[config.mk]
export PLATFORM = sky130hd
export DESIGN_NAME = fifo_read_controller_flat
export DESIGN_NICKNAME = d
export VERILOG_FILES = /design/src/rtl/fifo_read_controller_if.sv /design/src/rtl/fifo_read_controller.sv /design/src/flat_wrapper.sv
export SDC_FILE = /design/constraint.sdc
export NUM_CORES = 1
export LEC_CHECK = 0
export CORE_MARGIN = 2
export CORE_UTILIZATION = 31
export DETAILED_ROUTE_END_ITERATION = 6
export HOLD_SLACK_MARGIN = 0.12
export PLACE_DENSITY_LB_ADDON = 0.15
export SYNTH_ARGS = -nofsm -noshare
export SYNTH_HDL_FRONTEND = slang
export SYNTH_SLANG_ARGS = --single-unit
[constraint.sdc]
create_clock -name clock -period 3.7 [get_ports clock]
set_input_delay 0.37 -clock clock [delete_from_list [all_inputs] [get_ports clock]]
set_output_delay 0.37 -clock clock [all_outputs]
set_load 0.005 [all_outputs]
[src/rtl/fifo_read_controller_if.sv]
// Signal bundle for fifo_read_controller: pointer exchange, RAM read port, output stream, status.
// pointer_error is present only when FIFO_READ_CONTROLLER_ERROR_CHECK_EN is defined.
interface fifo_read_controller_if #(
  parameter int ADDRESS_WIDTH = 4,
  parameter int DATA_WIDTH    = 8
);
  logic [ADDRESS_WIDTH:0]   write_pointer;
  logic                     read_enable;
  logic [ADDRESS_WIDTH-1:0] read_address;
  logic [DATA_WIDTH-1:0]    read_data;
  logic [ADDRESS_WIDTH:0]   read_pointer;
  logic [DATA_WIDTH-1:0]    out_data;
  logic                     out_valid;
  logic                     out_ready;
  logic                     empty;
  logic [ADDRESS_WIDTH:0]   level;
`ifdef FIFO_READ_CONTROLLER_ERROR_CHECK_EN
  logic                     pointer_error;
`endif

  modport master (
    input  write_pointer, read_data, out_ready,
    output read_enable, read_address, read_pointer, out_data, out_valid, empty, level
`ifdef FIFO_READ_CONTROLLER_ERROR_CHECK_EN
    , output pointer_error
`endif
  );

  modport slave (
    output write_pointer, read_data, out_ready,
    input  read_enable, read_address, read_pointer, out_data, out_valid, empty, level
`ifdef FIFO_READ_CONTROLLER_ERROR_CHECK_EN
    , input pointer_error
`endif
  );
endinterface

[src/rtl/fifo_read_controller.sv]
// Read-domain controller of the async FIFO: fetches from a sync-read RAM into a 2-slot output buffer.
// Optional sticky pointer_error output under FIFO_READ_CONTROLLER_ERROR_CHECK_EN.
module fifo_read_controller #(
  parameter int ADDRESS_WIDTH = 4,
  parameter int DATA_WIDTH    = 8
) (
  input  logic                   clock,
  input  logic                   reset,
  fifo_read_controller_if.master bus
);
  localparam int PW = ADDRESS_WIDTH + 1;
  localparam logic [PW-1:0] DEPTH = {1'b1, {ADDRESS_WIDTH{1'b0}}};

  logic [PW-1:0]         read_pointer_q;
  logic [PW-1:0]         available;
  logic [PW-1:0]         level;
  logic [DATA_WIDTH-1:0] head_q;
  logic [DATA_WIDTH-1:0] second_q;
  logic [1:0]            count_q;
  logic                  in_flight_q;
  logic                  pop;
  logic                  fetch;
  logic [2:0]            occupancy;

  // Modulo subtraction absorbs pointer wrap.
  assign available = bus.write_pointer - read_pointer_q;
  assign pop       = (count_q != 2'd0) && bus.out_ready;
  // Slots committed after this cycle; pop requires count>0 so this never underflows.
  assign occupancy = {1'b0, count_q} + {2'b00, in_flight_q} - {2'b00, pop};
  assign fetch     = (available != '0) && (occupancy < 3'd2);

  always_ff @(posedge clock or posedge reset) begin
    if (reset) begin
      read_pointer_q <= '0;
      in_flight_q    <= 1'b0;
    end else begin
      in_flight_q <= fetch;
      if (fetch) read_pointer_q <= read_pointer_q + PW'(1);
    end
  end

  always_ff @(posedge clock or posedge reset) begin
    if (reset) begin
      head_q   <= '0;
      second_q <= '0;
      count_q  <= 2'd0;
    end else begin
      case ({pop, in_flight_q})
        2'b11: begin
          if (count_q == 2'd1) begin
            head_q <= bus.read_data;
          end else begin
            head_q   <= second_q;
            second_q <= bus.read_data;
          end
        end
        2'b10: begin
          head_q  <= second_q;
          count_q <= count_q - 2'd1;
        end
        2'b01: begin
          if (count_q == 2'd0) head_q <= bus.read_data;
          else                 second_q <= bus.read_data;
          count_q <= count_q + 2'd1;
        end
        default: ;
      endcase
    end
  end

  assign level = available + {{(PW-2){1'b0}}, count_q} + {{(PW-1){1'b0}}, in_flight_q};

  assign bus.read_enable  = fetch;
  assign bus.read_address = read_pointer_q[ADDRESS_WIDTH-1:0];
  assign bus.read_pointer = read_pointer_q;
  assign bus.out_data     = head_q;
  assign bus.out_valid    = (count_q != 2'd0);
  assign bus.level        = level;
  assign bus.empty        = (level == '0);

`ifdef FIFO_READ_CONTROLLER_ERROR_CHECK_EN
  logic pointer_error_q;

  // More than DEPTH available can only come from a corrupted or backwards write pointer.
  always_ff @(posedge clock or posedge reset) begin
    if (reset)                  pointer_error_q <= 1'b0;
    else if (available > DEPTH) pointer_error_q <= 1'b1;
  end

  assign bus.pointer_error = pointer_error_q;
`endif
endmodule

[src/flat_wrapper.sv]
// flat-port wrapper written by rule: the top's interface ports become plain ports
module fifo_read_controller_flat 
#(
  parameter int ADDRESS_WIDTH = 4,
  parameter int DATA_WIDTH    = 8
)
  (clock, reset, bus_write_pointer, bus_read_data, bus_out_ready, bus_read_enable, bus_read_address, bus_read_pointer, bus_out_data, bus_out_valid, bus_empty, bus_level);
  fifo_read_controller_if #(.ADDRESS_WIDTH(ADDRESS_WIDTH), .DATA_WIDTH(DATA_WIDTH)) bus_i ();
  input  logic clock;
  input  logic reset;
  input wire logic [$bits(bus_i.write_pointer)-1:0] bus_write_pointer;
  input wire logic [$bits(bus_i.read_data)-1:0] bus_read_data;
  input wire logic [$bits(bus_i.out_ready)-1:0] bus_out_ready;
  output wire logic [$bits(bus_i.read_enable)-1:0] bus_read_enable;
  output wire logic [$bits(bus_i.read_address)-1:0] bus_read_address;
  output wire logic [$bits(bus_i.read_pointer)-1:0] bus_read_pointer;
  output wire logic [$bits(bus_i.out_data)-1:0] bus_out_data;
  output wire logic [$bits(bus_i.out_valid)-1:0] bus_out_valid;
  output wire logic [$bits(bus_i.empty)-1:0] bus_empty;
  output wire logic [$bits(bus_i.level)-1:0] bus_level;
  assign bus_i.write_pointer = bus_write_pointer;
  assign bus_i.read_data = bus_read_data;
  assign bus_i.out_ready = bus_out_ready;
  assign bus_read_enable = bus_i.read_enable;
  assign bus_read_address = bus_i.read_address;
  assign bus_read_pointer = bus_i.read_pointer;
  assign bus_out_data = bus_i.out_data;
  assign bus_out_valid = bus_i.out_valid;
  assign bus_empty = bus_i.empty;
  assign bus_level = bus_i.level;
  fifo_read_controller #(.ADDRESS_WIDTH(ADDRESS_WIDTH), .DATA_WIDTH(DATA_WIDTH)) u_core (.clock(clock), .reset(reset), .bus(bus_i));
endmodule
# Word-level counts from Yosys, hierarchy flattened
# Index checks and enable logic that the tools add are counted.
# Widths: inputs -> output; s select.
[word_totals]
ff_bits = 24
in_bits = 16
output_inout_bits = 25
wordCells = 39
[op_classes]
n_addsub = 8
order_cmp = 1
eq_ne = 7
muxes = 7
n_reduce_logical = 11
[ops]
columns = ["cell", "n"]
rows = [
  ["$mux 8", 4],
  ["$pmux 8 s3", 1],
  ["$pmux 8 s2", 1],
  ["$reduce_bool 2->1", 3],
  ["$add 5x1->5", 1],
  ["$add 5x1->5 const B", 1],
  ["$add 5x2->5", 1],
  ["$logic_not 5->1", 1],
  ["$reduce_bool 5->1", 1],
  ["$sub 5x5->5", 1],
  ["$eq 2x1->1 const B", 2],
  ["$eq 2x2->1 const B", 2],
  ["$ne 2x2->1 const B", 2],
  ["$pmux 2 s2", 1],
  ["$add 2x1->3", 1],
  ["$lt 3x2->1 const B", 1],
  ["$reduce_and 3->1", 1],
  ["$reduce_bool 3->1", 1],
  ["$sub 3x1->3", 1],
  ["$add 2x1->2 const B", 1],
  ["$logic_and 1x1->1", 2],
  ["$logic_not 2->1", 1],
  ["$ne 2x1->1 const B", 1],
  ["$reduce_and 2->1", 1],
  ["$sub 2x1->2 const B", 1],
]

# Logic depth before layout (Yosys ltp)
# Gate-level depths: netlist of the first run.
[logic_depth]
ltp_word = 5
depth_mapped = 12
depth_no_buf = 12

# Worst setup path before layout of the first run
# Ideal clock, no wire load.
[synth_timing]
kind = "flip-flop to flip-flop"
from = "register u_core.count_q[1]"
to = "register u_core.read_pointer_q[1] (netlist: u_core.bus.read_pointer[1])"
setup_time_ns = 0.125
arrival_ns = 2.612
required_time_ns = 3.575
setup_slack_ns = 0.963
stages_incl_launch_ff = 13
n_path_buf = 0
period_less_slack_ns = 2.737
path_cell_list = "dfrtp_1 > inv_1 > ha_1 > inv_1 > nand2_1 > inv_1 > ha_1 > nand2b_1 > fa_1 > xnor2_1 > nand2_1 > a31oi_2 > mux2_4"
[synth_via]
elab_chain_cells = 5
elab_cells_between_ends = 6
cone_classes = "2 x add/sub; 1 x order compare; 3 x reduce/logical"
[synth_rtl]
columns = ["item", "line_no", "source"]
rows = [
  ["from (decl)", "fifo_read_controller.sv:19", "logic [1:0] count_q;"],
  ["from (signal assigned)", "fifo_read_controller.sv:59", "count_q <= count_q - 2'd1;"],
  ["from (signal assigned)", "fifo_read_controller.sv:64", "count_q <= count_q + 2'd1;"],
  ["$reduce_bool 2->1", "-", ""],
  ["named net bus_out_valid", "flat_wrapper.sv:18", "output wire logic [$bits(bus_i.out_valid)-1:0] bus_out_valid;"],
  ["$logic_and 1x1->1", "fifo_read_controller.sv:27", "assign pop = (count_q != 2'd0) && bus.out_ready;"],
  ["$sub 3x1->3", "fifo_read_controller.sv:29", "assign occupancy = {1'b0, count_q} + {2'b00, in_flight_q} - {2'b00, pop};"],
  ["$lt 3x2->1", "fifo_read_controller.sv:30", "assign fetch = (available != '0) && (occupancy < 3'd2);"],
  ["$logic_and 1x1->1", "fifo_read_controller.sv:30", ""],
  ["named net bus_read_enable", "flat_wrapper.sv:14", "output wire logic [$bits(bus_i.read_enable)-1:0] bus_read_enable;"],
  ["to (signal assigned)", "fifo_read_controller.sv:38", "if (fetch) read_pointer_q <= read_pointer_q + PW'(1);"],
  ["to (decl)", "fifo_read_controller.sv:14", "logic [PW-1:0] read_pointer_q;"],
]
# The timed path passes the listed nets, and every way through them passes these cells.
# A chain may end at the register's enable or synchronous reset.

# Worst setup path after layout of the first run
[layout_timing]
from = "input bus_write_pointer[0]"
to = "output bus_empty"
[layout_via]
elab_chain_cells = 4
[layout_rtl]
columns = ["item", "line_no", "source"]
rows = [
  ["from (decl)", "flat_wrapper.sv:11", "input wire logic [$bits(bus_i.write_pointer)-1:0] bus_write_pointer;"],
  ["$sub 5x5->5", "fifo_read_controller.sv:26", "assign available = bus.write_pointer - read_pointer_q;"],
  ["$add 5x2->5", "fifo_read_controller.sv:71", "assign level = available + {{(PW-2){1'b0}}, count_q} + {{(PW-1){1'b0}}, in_flight_q};"],
  ["$add 5x1->5", "fifo_read_controller.sv:71", ""],
  ["$logic_not 5->1", "fifo_read_controller.sv:79", "assign bus.empty = (level == '0);"],
  ["to (decl)", "flat_wrapper.sv:19", "output wire logic [$bits(bus_i.empty)-1:0] bus_empty;"],
]
# Every way passes these cells.

==> metrics.md, run 1 <==
| Metric | Value |
|---|---|
| Pin count of the biggest net entering global routing | `25` |
| F_max | `285 MHz` |
| Share of the synthesized area in the top cell type | `0.372` |
| Fin nets | `219` |
| Cell area power density | `1080 mW/mm2` |
| Setup_tns | `0 ns` |
| GRT Util Overall | `0.125` |
| Critical setup path kind | `in -> out` |
| Mux share of post-synthesis cell area | `0.115` |
| RSZ-0062 raised after global routing | `false` |
| # rows | `26` |
| Critical path startpoint category | `input port` |
| Avg Cell Area, Syn | `10.9 um2` |
| Status | `completed` |
| Vias | `1220` |
| Hold-fix buffers, CTS | `0` |
| Slew @ Worst Pin | `0.948 ns` |
| CTS Buf Count | `3` |
| Crit path time final | `3.51 ns` |
| Relative slew slack | `0.367` |
| Worst hold margin | `0.477 ns` |
| GRT Residual Overflow | `0` |
| Clk buf depth | `2` |
| ANT cells | `0` |
| Post-Synth Simple-Gate Area | `0.0635` |
| Post-DP Area | `0.00207 mm2` |
| Compound-Gate Fraction of Synth Area | `0.169` |
| Final antenna-violating net count | `0` |
| Critical Path End Type | `primary output` |
| First-pass DRT Iterations | `4` |
| Maximum VDD drop | `386 uV` |
| Sequential share of the synthesized area | `0.372` |
| Worst path arrival time | `3.14 ns` |
| CTS H-tree lvls | `1` |
| Mapped Area | `0.00162 mm2` |
| CTS tree | `done` |
| Cell area after layout | `0.00214 mm2` |
| CP Max Fanout | `3` |
| Crit-path cells | `clkdlybuf4s50_1, inv_1, ha_1, inv_1, fa_1, fa_1, nor2_1, nor2_1, nor3_1, nor4bb_1, clkdlybuf4s50_1` |
| Worst hold path type | `reg -> reg` |
| Root Buffer | `clkbuf_8` |
| Commonest non-fill, non-tap cell in the layout | `clkdlybuf4s50_1` |
| Final setup violation count | `0` |
| Slowest cell on the critical path | `clkdlybuf4s50_1` |
| Global-route wire length before repair | `5.89 mm` |
| Number of global-route vias before repair | `1229` |
| Synth Instances | `148` |
| Count of input and output buffers | `40` |
| Synth Area in Adders | `0.143` |
| Die span in y | `76.2 um` |
| Area Growth Syn to Fin | `32.5%` |
| Hold Violations, Final | `0` |
| Fin crit share | `0.949` |
| Worst EP required | `3.33 ns` |
| Initial antenna violation count | `0` |
| Syn Nets | `180` |
| Worst stage delay on the critical path | `0.55 ns` |
| Largest family of logic cells by synthesized area | `compound AO/OA/AOI/OAI gates` |
| TritonCTS Sinks | `24` |
| Leak | `0.934 nW` |
| Synth area leaders | `dfrtp_1 37%, ha_1 9.3%, mux2_2 6.3%` |
| Clock Skew | `0.00489 ns` |
| #FFs+latches synth | `24` |
| Max-cap viol count | `0` |
| Most frequent cells in the layout | `40 x clkdlybuf4s50_1, 23 x dfrtp_1, 13 x inv_1` |
| Synth Area in XOR/XNOR | `0.0751` |
| Drt total wl | `3.40 mm` |
| DR WL/cell | `13.3 um` |
| DR vias/cell | `4.77` |
| Max-slew violations | `0` |
| Yosys cell types | `33` |
| Yosys top cell by area | `dfrtp_1` |
| Die Width | `76.2 um` |
| Gpl congestion | `0.747` |
| Residual DRC | `0` |
| Share of post-route cells with drive strength above 1 | `0.124` |
| Initial Util | `0.318` |
| Boundary pin count | `41` |
| Yosys warnings | `0` |
| Clock transition at path regs | `0.08 ns` |
| Core ar. | `0.00507 mm2` |
| Worst skew pair latency | `0.27 ns` |
| Die area | `0.00580 mm2` |
| Initial DRC count | `58` |
| Post-DP HPWL | `2.58 mm` |
cells in the mapped netlist:
cell	count
nor2_1	3
nand2_1	7
a21oi_4	1
mux2_4	1
dfrtp_1	24
o2bb2ai_1	1
mux2i_1	7
fa_1	4
mux2_2	9
buf_4	4
nand2b_1	3
xor2_1	6
a21oi_1	2
clkbuf_1	1
nor3_1	2
buf_2	3
xnor2_2	1
a211oi_1	6
nor4bb_1	1
xnor2_1	6
o21ai_0	4
a31oi_2	1
ha_1	12
a221oi_1	6
a22oi_1	2
inv_1	13
buf_1	1
a31oi_1	1
and2_1	1
a21oi_2	1
a311oi_1	2
nand3_1	4
a21o_1	8
sequential cells by signal (all words and copies together) (netlist names):
name,count
u_core.bus.read_pointer,5
u_core.in_flight_q,1
u_core.second_q,8
u_core.count_q,2
u_core.bus.out_data,8
logic make-up after synthesis:
family,count (synthesis)
AOI/OAI and AO/OA,35
xor gates and xnor gates,13
adders and majority gates,16
buffers and inverters,22
DFF,24
muxes,17
and+or+nand+nor,21
layout make-up:
cell class	instances	area [um2]
clock buffers	4	55.1
fillers	525	2930
inverters	13	48.8
multi-input cells	102	925
flip-flops and latches	24	602
well taps	70	87.6
repair buffers	43	423
power breakdown:
part | internal, mW | switching [mW]
sequential | 0.402 | 0.108
clock | 0.0950 | 0.0829
combinational | 0.900 | 0.731
total | 1.40 | 0.922
final timing paths:
kind	start	endpoint	slack, ns	cells past startpoint
worst min-delay path	u_core.bus.out_data[4]	u_core.bus.out_data[4]	0.48	1
worst min register to register	u_core.bus.out_data[4]	u_core.bus.out_data[4]	0.48	1
min in group asynchronous	reset	u_core.bus.read_pointer[0]	0.61	2
worst max register to register	u_core.count_q[0]	u_core.bus.read_pointer[1]	0.82	13
worst max-delay path	bus_write_pointer[0]	bus_empty	0.19	11
max in group asynchronous	reset	u_core.count_q[0]	2.44	2
worst max-delay path, delay by kind of cell:
| kind | cells | cell delay [ns] |
|---|---|---|
| buf+inv | 4 | 1.12 |
| fa+ha+maj | 3 | 1.08 |
| simple gates | 4 | 0.56 |
routing by layer:
metal | wire, um | vias to the layer above | share of wire | GRT usage
li1 | - | 599 | - | -
met1 | 1510 | 586 | 0.44 | 0.151
met2 | 1670 | 33 | 0.49 | 0.224
met3 | 207 | 2 | 0.061 | 0.0355
met4 | 19 | 0 | 0.0056 | 0.0218
met5 | 0 | - | 0 | 0
through the flow:
step	util	worst slack [ns]	total power [mW]	cells
2_1_floorplan	-	0.963	1.51	148
3_3_place_gp	0.407	0.277	2.07	251
3_5_place_dp	0.407	0.146	2.11	251
4_1_cts	0.418	0.000532	2.31	255
5_1_grt	0.422	0.0104	2.53	256
6_report	0.422	0.190	2.32	256
timing repair:
action | in CTS | in global routing
resized for setup | 0 | 3
endpoints found under the hold margin | 0 | 0
setup endpoints to repair | 0 | 1
setup buffers | 0 | 1
(Power assumes the default switching activity.)
==> run 2, diff against run 1 <==
--- a/config.mk
+++ b/config.mk
@@ -6,9 +6,10 @@
 export NUM_CORES = 1
 export LEC_CHECK = 0
 export CORE_MARGIN = 2
-export CORE_UTILIZATION = 31
+export CORE_UTILIZATION = 49
 export DETAILED_ROUTE_END_ITERATION = 6
 export HOLD_SLACK_MARGIN = 0.12
+export MAX_ROUTING_LAYER = met4
 export PLACE_DENSITY_LB_ADDON = 0.15
 export SYNTH_ARGS = -nofsm -noshare
 export SYNTH_HDL_FRONTEND = slang
==> run 2 against run 1 <==
Effect of this change:
- sequential share of layout area increased by 0.43 points
- clock skew increased by 0.0022 ns
- critical path type unchanged
- first-iteration DRC count increased by 5.2%
- power increased by 0.88%
==> metrics.md, run 2 (same netlist as run 1, synthesis figures left out) <==
| Metric | Value |
|---|---|
| CTS Buf Count | `3 (unchanged)` |
| Commonest non-fill, non-tap cell in the layout | `clkdlybuf4s50_1 (unchanged)` |
| Internal reg-to-reg setup slack | `0.85 ns (was 0.82 ns)` |
| Hold Crit Endpoint | `u_core.bus.out_data[7] (was u_core.bus.out_data[4])` |
| Initial Util | `0.521 (was 0.318)` |
| GRT Residual Overflow | `0 (unchanged)` |
| Vias | `1264 (was 1220)` |
| CTS tree | `done (unchanged)` |
| Clock Skew | `0.00705 ns (was 0.00489 ns)` |
| Critical Path End Type | `primary output (unchanged)` |
| F_max | `285 MHz (about the same)` |
| Max-cap viol count | `0 (unchanged)` |
| Critical setup path kind | `in -> out (unchanged)` |
| Global-route wire length before repair | `5.82 mm (was 5.89 mm)` |
| Post-DP Area | `0.00203 mm2 (was 0.00207 mm2)` |
| Maximum VDD drop | `580 uV (was 386 uV)` |
| Root Buffer | `clkbuf_4 (was clkbuf_8)` |
| Worst R2R Path Depth | `13 (unchanged)` |
| Share of post-route cells with drive strength above 1 | `0.160 (was 0.124)` |
| Clock transition at path regs | `0.12 ns (was 0.08 ns)` |
| Setup_tns | `0 ns (unchanged)` |
| # rows | `20 (was 26)` |
| Slew @ Worst Pin | `0.892 ns (was 0.948 ns)` |
| Pin count of the biggest net entering global routing | `25 (unchanged)` |
| Crit-path cells | `clkdlybuf4s50_1, inv_1, ha_1, inv_1, fa_1, fa_2, nor2_1, nor2_1, nor3_1, nor4bb_2, clkdlybuf4s50_1 (was clkdlybuf4s50_1, inv_1, ha_1, inv_1, fa_1, fa_1, nor2_1, nor2_1, nor3_1, nor4bb_1, clkdlybuf4s50_1)` |
| TritonCTS Sinks | `24 (unchanged)` |
| Cell area after layout | `0.00212 mm2 (was 0.00214 mm2)` |
| Reg-to-reg endpoint | `u_core.bus.read_pointer[1] (unchanged)` |
| Relative slew slack | `0.405 (was 0.367)` |
| Fin crit share | `0.947 (was 0.949)` |
| Worst hold margin | `0.492 ns (was 0.477 ns)` |
| Worst EP required | `3.33 ns (about the same)` |
| DR vias/cell | `5.45 (was 4.77)` |
| Status | `completed (unchanged)` |
| First-pass DRT Iterations | `4 (unchanged)` |
| Area Growth Syn to Fin | `31.1% (was 32.5%)` |
| CTS H-tree lvls | `1 (unchanged)` |
| CP Max Fanout | `3 (unchanged)` |
| Hold-fix buffers, CTS | `0 (unchanged)` |
| GRT Util Overall | `0.217 (was 0.125)` |
| RSZ-0062 raised after global routing | `false (unchanged)` |
| Number of global-route vias before repair | `1239 (was 1229)` |
| DR WL/cell | `14.8 um (was 13.3 um)` |
| Hold depth | `1 (unchanged)` |
| ANT cells | `0 (unchanged)` |
| Leak | `0.951 nW (was 0.934 nW)` |
| HP Start | `u_core.bus.out_data[7] (was u_core.bus.out_data[4])` |
| Clk buf depth | `2 (unchanged)` |
| Max-slew violations | `0 (unchanged)` |
| Total power | `2.34 mW (was 2.32 mW)` |
| Die span in y | `61.4 um (was 76.2 um)` |
| Residual DRC | `0 (unchanged)` |
| Count of input and output buffers | `40 (unchanged)` |
| Fin nets | `221 (was 219)` |
| Post-DP HPWL | `2.59 mm (was 2.58 mm)` |
| Final antenna-violating net count | `0 (unchanged)` |
| Worst path arrival time | `3.13 ns (was 3.14 ns)` |
| Final setup violation count | `0 (unchanged)` |
| Crit path time final | `3.50 ns (was 3.51 ns)` |
| Hold Violations, Final | `0 (unchanged)` |
| Initial antenna violation count | `0 (unchanged)` |
| Cell area power density | `1100 mW/mm2 (was 1080 mW/mm2)` |
| Worst hold path type | `reg -> reg (unchanged)` |
| Boundary pin count | `41 (unchanged)` |
| Drt total wl | `3.45 mm (was 3.40 mm)` |
| Gpl congestion | `0.810 (was 0.747)` |
| Worst reg2reg path startpoint | `u_core.count_q[0] (unchanged)` |
| Worst skew pair latency | `0.32 ns (was 0.27 ns)` |
| Critical path startpoint category | `input port (unchanged)` |
| Worst stage delay on the critical path | `0.54 ns (was 0.55 ns)` |
| Die Width | `61.4 um (was 76.2 um)` |
| Core ar. | `0.00310 mm2 (was 0.00507 mm2)` |
| Initial DRC count | `61 (was 58)` |
| Most frequent cells in the layout | `39 x clkdlybuf4s50_1, 21 x dfrtp_1, 13 x inv_1 (was 40 x clkdlybuf4s50_1, 23 x dfrtp_1, 13 x inv_1)` |
| Die area | `0.00377 mm2 (was 0.00580 mm2)` |
| Slowest cell on the critical path | `clkdlybuf4s50_1 (unchanged)` |
run 2: cell types whose count changed in the layout (fill, tap and decap cells not counted), moves of 2 or more:
cell | previous run | this run
dfrtp_1 | 23 | 21
buf_4 | 3 | 5
dfrtp_2 | 1 | 3
clkbuf_8 | 4 | 1
clkbuf_4 | 0 | 3
run 2: per-layer routing:
layer	vias to the layer above	wire length, um	global-route usage
met1	625	1540	0.291
met3	10	124	0.0441
li1	604	-	-
met5	-	0	-
met2	25	1730	0.345
met4	0	51	0.0456
run 2: area by class of cell:
class                      count  area (um2)
timing repair buffer          45         440
fill                         283         986
clock buffer                   4        36.3
tap                           44        55.1
inverter                      13        48.8
sequential                    24         604
multi-input combinational    102         932
run 2: worst max path at each step:
stage,from,end,cells past startpoint
after CTS,u_core.count_q[0],bus_read_enable,12
after global placement,bus_write_pointer[0],bus_empty,11
after global routing,bus_write_pointer[0],bus_empty,11
after floorplan,u_core.count_q[1],u_core.bus.read_pointer[1],12
after detailed placement,bus_write_pointer[0],bus_empty,11
final,bus_write_pointer[0],bus_empty,11
run 2: stage by stage:
| step | instances | setup WS (ns) | util |
|---|---|---|---|
| after floorplan | 148 | 0.963 | - |
| after global placement | 225 | 0.278 | 0.655 |
| after detailed placement | 225 | 0.148 | 0.655 |
| after CTS | 229 | 0.0449 | 0.667 |
| after global routing | 232 | 0.0488 | 0.682 |
| final | 232 | 0.196 | 0.682 |
run 2: repair_timing:
item                       CTS  global route
buffers inserted             0             3
setup endpoints to repair    1             2
gates resized for setup      1             7
hold endpoints to repair     0             0
run 2: power by group:
| part | leakage, nW | switching, mW | internal [mW] |
|---|---|---|---|
| Sequential | 0.285 | 0.114 | 0.403 |
| Combinational | 0.645 | 0.760 | 0.923 |
| Clock | 0.0210 | 0.0790 | 0.0603 |
| Total | 0.951 | 0.953 | 1.39 |
run 2: critical path, delay by kind of cell:
| family | cells | cell delay, ns |
|---|---|---|
| buffers and inverters | 4 | 1.10 |
| AND/OR/NAND/NOR | 4 | 0.62 |
| adder cells (fa/ha/maj) | 3 | 1.04 |
==> run 3, diff against run 2 <==
--- a/config.mk
+++ b/config.mk
@@ -11,6 +11,7 @@
 export HOLD_SLACK_MARGIN = 0.12
 export MAX_ROUTING_LAYER = met4
 export PLACE_DENSITY_LB_ADDON = 0.15
+export SETUP_SLACK_MARGIN = 0.4
 export SYNTH_ARGS = -nofsm -noshare
 export SYNTH_HDL_FRONTEND = slang
 export SYNTH_SLANG_ARGS = --single-unit
==> run 3 against run 2 <==
Effect of this change:
- sequential power barely moved
- utilization is 0.20 points higher
- non-clock buffer count is 1 lower
- power rose by 1.2%
- clock skew increased by 0.0032 ns
- count of clock-buffer cells in the layout unchanged
- register-to-register slack better by 0.06 ns
- global-route usage increased by 0.54 points
- cell count down 0.43%
- sequential cell count unchanged
- sequential share of layout area is 0.084 points lower
- highest routed layer unchanged
- largest power group unchanged
==> metrics.md, run 3 (same netlist as run 1, synthesis figures left out) <==
| Metric | Value |
|---|---|
| Relative slew slack | `0.406 (was 0.405)` |
| Critical setup path kind | `in -> out (unchanged)` |
| Switch share | `0.409 (was 0.407)` |
| RSZ-0062 raised after global routing | `true (was false)` |
| First-pass DRT Iterations | `4 (unchanged)` |
| Initial Util | `0.521 (unchanged)` |
| NetSw | `0.969 mW (was 0.953 mW)` |
| Gpl congestion | `0.810 (unchanged)` |
| Clock network fraction of total power | `0.059 (was 0.060)` |
| F_max | `311 MHz (was 285 MHz)` |
| Critical Path End Type | `primary output (unchanged)` |
| Number of global-route vias before repair | `1269 (was 1239)` |
| GRT Residual Overflow | `0 (unchanged)` |
| Global-route wire length before repair | `5.98 mm (was 5.82 mm)` |
| Final antenna-violating net count | `0 (unchanged)` |
| Critical path startpoint category | `input port (unchanged)` |
| Area Growth Syn to Fin | `31.4% (was 31.1%)` |
| Status | `completed (unchanged)` |
| Drt total wl | `3.45 mm (about the same)` |
| DR WL/cell | `14.9 um (was 14.8 um)` |
| Post-DP HPWL | `2.59 mm (unchanged)` |
| Hold Violations, Final | `0 (unchanged)` |
| Clock transition at path regs | `0.12 ns (about the same)` |
| Most frequent cells in the layout | `37 x clkdlybuf4s50_1, 21 x dfrtp_1, 12 x inv_1 (was 39 x clkdlybuf4s50_1, 21 x dfrtp_1, 13 x inv_1)` |
| Clk buf depth | `2 (unchanged)` |
| CP Max Fanout | `3 (unchanged)` |
| Worst reg2reg path startpoint | `u_core.count_q[0] (unchanged)` |
| Fin crit share | `0.869 (was 0.947)` |
| Placed cells | `225 (unchanged)` |
| Worst path arrival time | `2.85 ns (was 3.13 ns)` |
| Max-cap viol count | `0 (unchanged)` |
| Fin nets | `220 (was 221)` |
| Residual DRC | `0 (unchanged)` |
| Cell area power density | `1110 mW/mm2 (was 1100 mW/mm2)` |
| Crit path time final | `3.22 ns (was 3.50 ns)` |
| Vias | `1259 (was 1264)` |
| ANT cells | `0 (unchanged)` |
| Initial antenna violation count | `0 (unchanged)` |
| Core ar. | `0.00310 mm2 (unchanged)` |
| Final setup violation count | `0 (unchanged)` |
| Clock Skew | `0.0102 ns (was 0.00705 ns)` |
| TritonCTS Sinks | `24 (unchanged)` |
| Worst skew pair latency | `0.32 ns (about the same)` |
| Setup_tns | `0 ns (unchanged)` |
| CTS H-tree lvls | `1 (unchanged)` |
| Root Buffer | `clkbuf_4 (unchanged)` |
| CTS Buf Count | `3 (unchanged)` |
| Boundary pin count | `41 (unchanged)` |
| Die area | `0.00377 mm2 (unchanged)` |
| Hold-fix buffers, CTS | `0 (unchanged)` |
| Worst EP required | `3.33 ns (about the same)` |
| # rows | `20 (unchanged)` |
| CTS tree | `done (unchanged)` |
| Pin count of the biggest net entering global routing | `25 (unchanged)` |
| Die span in y | `61.4 um (unchanged)` |
| Worst hold path type | `reg -> reg (unchanged)` |
| Die Width | `61.4 um (unchanged)` |
| Initial DRC count | `60 (was 61)` |
| Non-Filler Instances | `231 (was 232)` |
| Count of input and output buffers | `40 (unchanged)` |
| Leak | `0.951 nW (about the same)` |
| Max-slew violations | `0 (unchanged)` |
| DR vias/cell | `5.45 (about the same)` |
| Int Power | `1.40 mW (was 1.39 mW)` |
| Combinational Power Share | `0.724 (was 0.720)` |
| Share of post-route cells with drive strength above 1 | `0.193 (was 0.160)` |
| Commonest non-fill, non-tap cell in the layout | `clkdlybuf4s50_1 (unchanged)` |
| GRT Util Overall | `0.222 (was 0.217)` |
| CP Launch Point | `bus_write_pointer[0] (unchanged)` |
| Fraction of power consumed by sequential logic | `0.217 (was 0.221)` |
| HP Start | `u_core.bus.out_data[7] (unchanged)` |
| Maximum VDD drop | `587 uV (was 580 uV)` |
| Slew @ Worst Pin | `0.891 ns (was 0.892 ns)` |
## run 3: changes by cell type in the layout (fill, tap and decap cells not counted), sizes merged
cell	before	now
clkdlybuf4s50	39	37
buf	5	4
clkbuf	4	5
clkdlybuf4s15	0	1
## run 3: layout make-up
type	count	area, um2
fill	279	980
multi-input combinational	102	951
sequential	24	604
timing repair buffer	44	428
tap	44	55.1
inverter	13	48.8
clock buffer	4	36.3
## run 3: worst paths after layout
check | end | slack [ns] | cells after the start
min reg2reg | u_core.bus.out_data[7] | 0.49 | 1
min | u_core.bus.out_data[7] | 0.49 | 1
max in group asynchronous | u_core.bus.read_pointer[0] | 2.57 | 2
min in group asynchronous | u_core.bus.out_data[2] | 0.53 | 2
max reg2reg | u_core.bus.read_pointer[1] | 0.91 | 13
max | bus_level[2] | 0.48 | 9
## run 3: what timing repair did
item,CTS,global route
pin swaps,1,2
resized for setup,10,9
setup buffers,2,0
endpoints found under the setup margin,3,5
## run 3: power groups by stage
stage	combinational (mW)	sequential, mW	clock [mW]
floorplan	0.997	0.510	0
global placement	1.54	0.523	0
detailed placement	1.61	0.535	0
CTS	1.67	0.514	0.143
global route	1.88	0.533	0.154
finish	1.71	0.514	0.139
## run 3: stage by stage
stage          power [mW]  hold WS, ns  utilization  area [um2]  setup slack (ns)
2_1_floorplan        1.51        0.385            -        1620             0.963
3_3_place_gp         2.07        0.461        0.655        2030             0.278
3_5_place_dp         2.14        0.465        0.655        2030             0.148
4_1_cts              2.33        0.494        0.678        2100             0.413
5_1_grt              2.57        0.510        0.684        2120             0.307
6_report             2.37        0.492        0.684        2120             0.483
## run 3: critical path: stages
cell	delay (ns)
clkdlybuf4s50_1	0.45
inv_1	0.04
ha_1	0.19
inv_2	0.07
fa_2	0.45
fa_2	0.41
and2_4	0.16
nor2_1	0.16
clkdlybuf4s50_1	0.53
## run 3: layer usage
layer	vias up	global-route usage	part of all wire
li1	602	-	-
met1	624	0.299	0.45
met2	29	0.357	0.50
met3	4	0.0441	0.036
met4	0	0.0395	0.0055
met5	-	-	0
